--- src/rtl/riscv_pkg.sv ---
// riscv_pkg: shared opcodes, fetch FSM states and PC step for the RISC-V datapath
package riscv_pkg;
    localparam logic [6:0] OP_RTYPE = 7'b0110011;
    localparam logic [6:0] OP_LD    = 7'b0000011;
    localparam logic [6:0] OP_SD    = 7'b0100011;
    localparam logic [6:0] OP_BEQ   = 7'b1100011;
    localparam int         PC_STEP  = 4;
    typedef enum logic [1:0] {S_BOOT, S_RUN, S_FLUSH} fetch_state_e;
endpackage

--- src/rtl/fetch_fifo.sv ---
// fetch_fifo: synchronous FIFO of {instruction, PC} pairs with flush
module fetch_fifo #(
    parameter int DEPTH = 2,
    parameter int IW    = 32,
    parameter int AW    = 64,
    localparam int PW   = (DEPTH > 1) ? $clog2(DEPTH) : 1,
    localparam int CW   = $clog2(DEPTH + 1)
) (
    input  logic          clock,
    input  logic          reset_n,
    input  logic          push,
    input  logic [IW-1:0] push_instr,
    input  logic [AW-1:0] push_pc,
    input  logic          pop,
    input  logic          flush,
    output logic [IW-1:0] head_instr,
    output logic [AW-1:0] head_pc,
    output logic [CW-1:0] count,
    output logic          full,
    output logic          empty
);
    logic [IW-1:0] instr_mem_q [DEPTH];
    logic [AW-1:0] pc_mem_q [DEPTH];
    logic [PW-1:0] wr_q, wr_d, rd_q, rd_d;
    logic [CW-1:0] cnt_q, cnt_d;
    logic          do_push, do_pop;

    assign full       = cnt_q == CW'(DEPTH);
    assign empty      = cnt_q == '0;
    assign count      = cnt_q;
    assign head_instr = instr_mem_q[rd_q];
    assign head_pc    = pc_mem_q[rd_q];

    // Pointer and occupancy update; flush empties the queue and beats any push/pop
    always_comb begin
        do_pop  = pop && !empty;
        do_push = push && (!full || do_pop);
        wr_d    = flush ? '0 : do_push ? ((wr_q == PW'(DEPTH - 1)) ? '0 : wr_q + PW'(1)) : wr_q;
        rd_d    = flush ? '0 : do_pop ? ((rd_q == PW'(DEPTH - 1)) ? '0 : rd_q + PW'(1)) : rd_q;
        cnt_d   = flush ? '0 : cnt_q + CW'(do_push) - CW'(do_pop);
    end

    // Registered pointers, occupancy and entry storage
    always_ff @(posedge clock) begin
        if (!reset_n) begin
            wr_q  <= '0;
            rd_q  <= '0;
            cnt_q <= '0;
        end else begin
            wr_q  <= wr_d;
            rd_q  <= rd_d;
            cnt_q <= cnt_d;
            if (do_push && !flush) begin
                instr_mem_q[wr_q] <= push_instr;
                pc_mem_q[wr_q]    <= push_pc;
            end
        end
    end
endmodule

--- src/rtl/instruction_fetch_unit.sv ---
// instruction_fetch_unit: PC owner, in-order imem requester and instruction buffer.
// MISALIGN_TRAP_EN: misaligned redirects are ignored and raise a sticky misalign_fault.
module instruction_fetch_unit
    import riscv_pkg::*;
#(
    parameter int                    ADDR_WIDTH  = 64,
    parameter int                    INSTR_WIDTH = 32,
    parameter logic [ADDR_WIDTH-1:0] RESET_PC    = '0,
    parameter int                    FIFO_DEPTH  = 2
) (
    input  logic                   clock,
    input  logic                   reset_n,
    output logic                   imem_req_valid,
    input  logic                   imem_req_ready,
    output logic [ADDR_WIDTH-1:0]  imem_req_addr,
    input  logic                   imem_rsp_valid,
    input  logic [INSTR_WIDTH-1:0] imem_rsp_data,
    input  logic                   branch_taken,
    input  logic [ADDR_WIDTH-1:0]  branch_target,
    output logic                   instr_valid,
    input  logic                   instr_ready,
    output logic [INSTR_WIDTH-1:0] instr,
    output logic [ADDR_WIDTH-1:0]  instr_pc,
    output logic [6:0]             opcode
`ifdef MISALIGN_TRAP_EN
    ,
    output logic                   misalign_fault
`endif
);
    localparam int CW = $clog2(FIFO_DEPTH + 1);
    localparam int PW = (FIFO_DEPTH > 1) ? $clog2(FIFO_DEPTH) : 1;

    fetch_state_e           state_q, state_d;
    logic [ADDR_WIDTH-1:0]  pc_q, pc_d, target, head_pc;
    logic [ADDR_WIDTH-1:0]  tag_q [FIFO_DEPTH];
    logic [PW-1:0]          tag_wr_q, tag_wr_d, tag_rd_q, tag_rd_d;
    logic [CW-1:0]          out_q, out_d, drop_q, drop_d, fifo_count;
    logic [INSTR_WIDTH-1:0] head_instr;
    logic                   redirect, accept, rsp_eff, rsp_push, fifo_full, fifo_empty;

`ifdef MISALIGN_TRAP_EN
    logic fault_q, fault_d;
    assign redirect       = branch_taken && branch_target[1:0] == 2'b00;
    assign target         = branch_target;
    assign fault_d        = fault_q || (branch_taken && !redirect);
    assign misalign_fault = fault_q;

    // Sticky misalignment flag, cleared only by reset
    always_ff @(posedge clock) begin
        if (!reset_n) fault_q <= 1'b0;
        else fault_q <= fault_d;
    end
`else
    assign redirect = branch_taken;
    assign target   = branch_target & ~ADDR_WIDTH'(3);
`endif

    assign imem_req_valid = state_q == S_RUN && !redirect && !fifo_full &&
                            (32'(out_q) + 32'(fifo_count)) < 32'(FIFO_DEPTH);
    assign imem_req_addr  = pc_q;
    assign accept         = imem_req_valid && imem_req_ready;
    assign rsp_eff        = imem_rsp_valid && out_q != '0;
    assign rsp_push       = rsp_eff && drop_q == '0 && !redirect;
    assign instr_valid    = !fifo_empty;
    assign instr          = fifo_empty ? '0 : head_instr;
    assign instr_pc       = fifo_empty ? '0 : head_pc;
    assign opcode         = instr[6:0];

    // Next PC, outstanding/drop counters, PC tag pointers and fetch state
    always_comb begin
        pc_d     = redirect ? target : accept ? pc_q + ADDR_WIDTH'(PC_STEP) : pc_q;
        out_d    = out_q + CW'(accept) - CW'(rsp_eff);
        drop_d   = redirect ? out_d : (rsp_eff && drop_q != '0) ? drop_q - CW'(1) : drop_q;
        tag_wr_d = redirect ? '0 : accept ? ((tag_wr_q == PW'(FIFO_DEPTH - 1)) ? '0 : tag_wr_q + PW'(1)) : tag_wr_q;
        tag_rd_d = redirect ? '0 : rsp_push ? ((tag_rd_q == PW'(FIFO_DEPTH - 1)) ? '0 : tag_rd_q + PW'(1)) : tag_rd_q;
        state_d  = redirect ? ((drop_d != '0) ? S_FLUSH : S_RUN) :
                   state_q == S_BOOT ? S_RUN :
                   (state_q == S_FLUSH && drop_d == '0) ? S_RUN : state_q;
    end

    // Registered fetch state; tags remember the PC of every live request in order
    always_ff @(posedge clock) begin
        if (!reset_n) begin
            state_q  <= S_BOOT;
            pc_q     <= RESET_PC;
            out_q    <= '0;
            drop_q   <= '0;
            tag_wr_q <= '0;
            tag_rd_q <= '0;
        end else begin
            state_q  <= state_d;
            pc_q     <= pc_d;
            out_q    <= out_d;
            drop_q   <= drop_d;
            tag_wr_q <= tag_wr_d;
            tag_rd_q <= tag_rd_d;
            if (accept) tag_q[tag_wr_q] <= pc_q;
        end
    end

    fetch_fifo #(
        .DEPTH (FIFO_DEPTH),
        .IW    (INSTR_WIDTH),
        .AW    (ADDR_WIDTH)
    ) u_fifo (
        .clock      (clock),
        .reset_n    (reset_n),
        .push       (rsp_push),
        .push_instr (imem_rsp_data),
        .push_pc    (tag_q[tag_rd_q]),
        .pop        (instr_valid && instr_ready),
        .flush      (redirect),
        .head_instr (head_instr),
        .head_pc    (head_pc),
        .count      (fifo_count),
        .full       (fifo_full),
        .empty      (fifo_empty)
    );
endmodule

--- config.mk ---
export PLATFORM = sky130hd
export DESIGN_NAME = instruction_fetch_unit
export DESIGN_NICKNAME = d
export VERILOG_FILES = /design/src/rtl/riscv_pkg.sv /design/src/rtl/fetch_fifo.sv /design/src/rtl/instruction_fetch_unit.sv
export SDC_FILE = /design/constraint.sdc
export NUM_CORES = 1
export LEC_CHECK = 0
export BUFFER_PORTS_ARGS = -buffer_cell sky130_fd_sc_hd__buf_2
export CAP_MARGIN = 20
export CORE_MARGIN = 2
export CORE_UTILIZATION = 45
export DETAILED_ROUTE_END_ITERATION = 10
export PLACE_DENSITY = 0.77
export REMOVE_ABC_BUFFERS = 1
export SYNTH_ARGS = -nofsm -noshare
export SYNTH_HDL_FRONTEND = slang
export SYNTH_SLANG_ARGS = --single-unit
--- constraint.sdc ---
create_clock -name clock -period 10.1 [get_ports clock]
set_clock_uncertainty 0.2 [all_clocks]
set_input_delay 2.02 -clock clock [delete_from_list [all_inputs] [get_ports clock]]
set_output_delay 2.02 -clock clock [all_outputs]
set_load 0.01 [all_outputs]
==> flow_metrics.tcl <==
set metrics [dict create \
    outcome "complete, no violations" \
    die-area_sq_um 37500 \
    clk_pin_slew_ps 50 \
    switching_share_pct 23.5 \
    synth_edf_count 312 \
    period_share_pct 55.1 \
    multiInputGateArea_sq_um 4910 \
    crit_required_ps 7880 \
    seq_area_frac_synth_pct 67.3 \
    drive_gt1_share_pct 28.2 \
    antenna_found_initial 7 \
    seq_power_share_pct 50.0 \
    worstPathMaxFanout 76 \
    use_met3_pct 4.48 \
    power_density_nw_per_um2 194 \
    grt_pass1_wl_microns 63400 \
    cts-resized-gates 0 \
    synth-seq-cells 388 \
    p_leak_nw 6.93 \
    ys.flop_type "edfxtp_1" \
    cts_made_buffers 42 \
    r2r_setup_slack_ps 6080 \
    fillers 2948 \
    grt.met1_usage_pct 27.4 \
    ctsHtreeMaxLevel 2 \
    vdd_drop_max_uv 136 \
    r2r-start "u_fifo.count[0]" \
    cts_buffer_depth 3 \
    power_frac_clock_pct 41.2 \
    reg2reg_depth 8 \
    cts_num_sinks 388 \
    tns_ps 0 \
    drv_slew 0 \
    nets 1583 \
    mappedNetlistArea_sq_um 16200 \
    worst_r2r_endpoint "tag_q[0][34]" \
    p_int_w 0.00286 \
    hold_violations 0 \
    gp_congestion 0.880 \
    root_buffer "clkbuf_16" \
    min_from "state_q[0]" \
    vias_per_cell 5.58 \
    synthDistinctLibCells 61 \
    die_x_microns 194 \
    coreArea_sq_um 35500 \
    wl_per_cell_microns 20.8 \
    cts_hold_buf 0 \
    layout_min_cycle_time_ps 5570 \
    critPathLaunchType "input pin" \
    postRouteAntennaNets 0 \
    post-route-drc-count 0 \
    cts_setup_buffers 0 \
    drt_iter0_markers 922 \
    grt_pass1_vias 11200 \
    p_sw_w 0.000877 \
    post-route-util_pct 54.4 \
    ys_warn_count 0 \
    synth_top_cell_by_area "edfxtp_1" \
    synth_top_family_by_area "simple AND/OR/NAND/NOR gates" \
    via_count 11000 \
    pin_count 271 \
    worstHoldPathCells 2 \
    maxCapViolCount 0 \
    synth-xor-area-share_pct 0.975 \
    synth_cells 1227 \
    whs_endpoint "state_q[1]" \
    regArea_sq_um 10900 \
    top_usage_layer "met2" \
    cp.arrival_ps 3350 \
    initial_core_util_pct 45.6 \
    clk-insertion-delay-late_ps 540 \
    io_buffers 264 \
    synth-compound-area-share_pct 6.83 \
    synth_mux_area_share_pct 10.4 \
    synth_simple_gate_area_share_pct 11.3 \
    hp-class "reg2reg" \
    grt_start_max_net_pins 77 \
    max_freq_mhz 180 \
    dp_hpwl_microns 25900 \
    worstMarginPinSlew_ps 1010 \
    syn_avg_cell_area_sq_um 13.2 \
    rsz0062_at_grt "false" \
    relSlewSlack_pct 32.7 \
    critPathKind "in2out" \
    areaGrowthSynthToFinish_pct 19.3 \
    yosys.area.top_type_share_pct 57.9 \
    cts_tree "yes" \
    fp.dieH_microns 194 \
    dr.pass1.iters 5 \
    wl_microns 41000 \
    worstSetupEndpointType "primary output" \
    async_flop_share_pct 0 \
    final_cell_mix "edfxtp_1, buf_2, nor2_1, mux2i_1, dfxtp_1" \
    final_common_cell "edfxtp_1" \
    pwr-share-comb_pct 8.8 \
    synth_fa_ha_area_share_pct 0.588 \
    met2_usage_pct 35.8 \
    grt_overflow 0 \
    rows 69 \
    yosys-top-cells-area "edfxtp_1, dfxtp_1, mux2i_1" \
    setup_viol 0 \
    grt_usage_pct 21.6 \
]
worst max path at each step:
stage | slack, ps | to | depth (start not counted) | start
2_1_floorplan | 300 | u_fifo.instr_mem_q[0][0] | 3 | branch_taken
3_3_place_gp | 4470 | tag_q[0][36] | 8 | branch_taken
3_5_place_dp | 4390 | tag_q[0][50] | 8 | branch_taken
4_1_cts | 4570 | imem_req_valid | 5 | branch_taken
5_1_grt | 4510 | imem_req_valid | 5 | branch_taken
6_report | 4530 | imem_req_valid | 5 | branch_taken
worst max-delay path, stage by stage:
cell,delay [ps]
buf_2,80
buf_4,660
nor3_1,160
and3_1,250
buf_2,150
Yosys cell counts (2+ instances only):
cell type / number
ha_1: 6
xor2_1: 10
and4_1: 11
nor2b_1: 4
nor4_2: 4
a32oi_1: 6
clkinv_1: 2
clkbuf_2: 3
mux2i_1: 95
nor3_1: 20
or4_1: 4
inv_1: 16
nor4_1: 16
o211ai_1: 7
a22oi_1: 7
o21a_1: 8
and2_1: 10
o21ai_0: 42
o31ai_1: 3
buf_1: 16
xnor2_1: 8
mux2_2: 65
nand3_1: 27
or3_1: 4
a21oi_1: 68
a21boi_0: 2
nand4_1: 20
a211oi_1: 3
dfxtp_1: 76
and3_1: 21
o22ai_1: 3
or4_4: 2
nor2_1: 149
clkbuf_1: 46
o31a_1: 3
a31oi_1: 22
nand2_1: 71
buf_4: 11
edfxtp_1: 312
a221oi_1: 3
per-layer routing:
metal / vias to the layer above / share of wire, %
met3: 107 / 6.0
met1: 5346 / 42
met5: - / 0.12
li1: 5089 / -
met2: 440 / 49
met4: 8 / 3.7
registers in the layout, indices dropped and copies added, names as in the netlist, 2 cells and up, named ones only:
name                flops
drop_q                  2
u_fifo.pc_mem_q       124
imem_req_addr          62
out_q                   2
u_fifo.count            2
tag_q                 124
u_fifo.instr_mem_q     64
state_q                 2
kinds of logic (layout without fill, tap and decap cells):
logic type / Yosys count / after routing
DFF: 388 / 388
and+or+nand+nor: 371 / 371
AOI/OAI and AO/OA: 185 / 185
muxes: 160 / 160
buffers and inverters: 97 / 373
xor gates and xnor gates: 18 / 18
adders and majority gates: 7 / 7
other: 1 / 7
metrics by stage:
stage          power [W]  worst slack (ps)  hold WS, ps  cells  instance area, sq um
6_report         0.00373              4530          297   1970                 19300
3_5_place_dp     0.00223              4390          282   1890                 17900
5_1_grt          0.00387              4510          312   1968                 19300
2_1_floorplan    0.00209               301          255   1152                 15800
3_3_place_gp     0.00222              4470          278   1890                 17900
4_1_cts          0.00377              4570          293   1966                 19300
power groups by stage:
stage | registers, W | clock network (W) | logic, W
floorplan | 0.00189 | 0 | 0.000194
global placement | 0.00190 | 0 | 0.000322
detailed placement | 0.00190 | 0 | 0.000330
CTS | 0.00187 | 0.00157 | 0.000332
global route | 0.00188 | 0.00163 | 0.000363
finish | 0.00187 | 0.00154 | 0.000330
area by class of cell:
cell class              count  area share (%)
flip-flops and latches    388            56.5
multi-input cells         745            25.5
repair buffers            278            7.46
clock buffers              53            5.87
well taps                 461            2.99
clock inverters            23            1.34
inverters                  19           0.370
diodes                      3          0.0389
(Power assumes the default switching activity.)
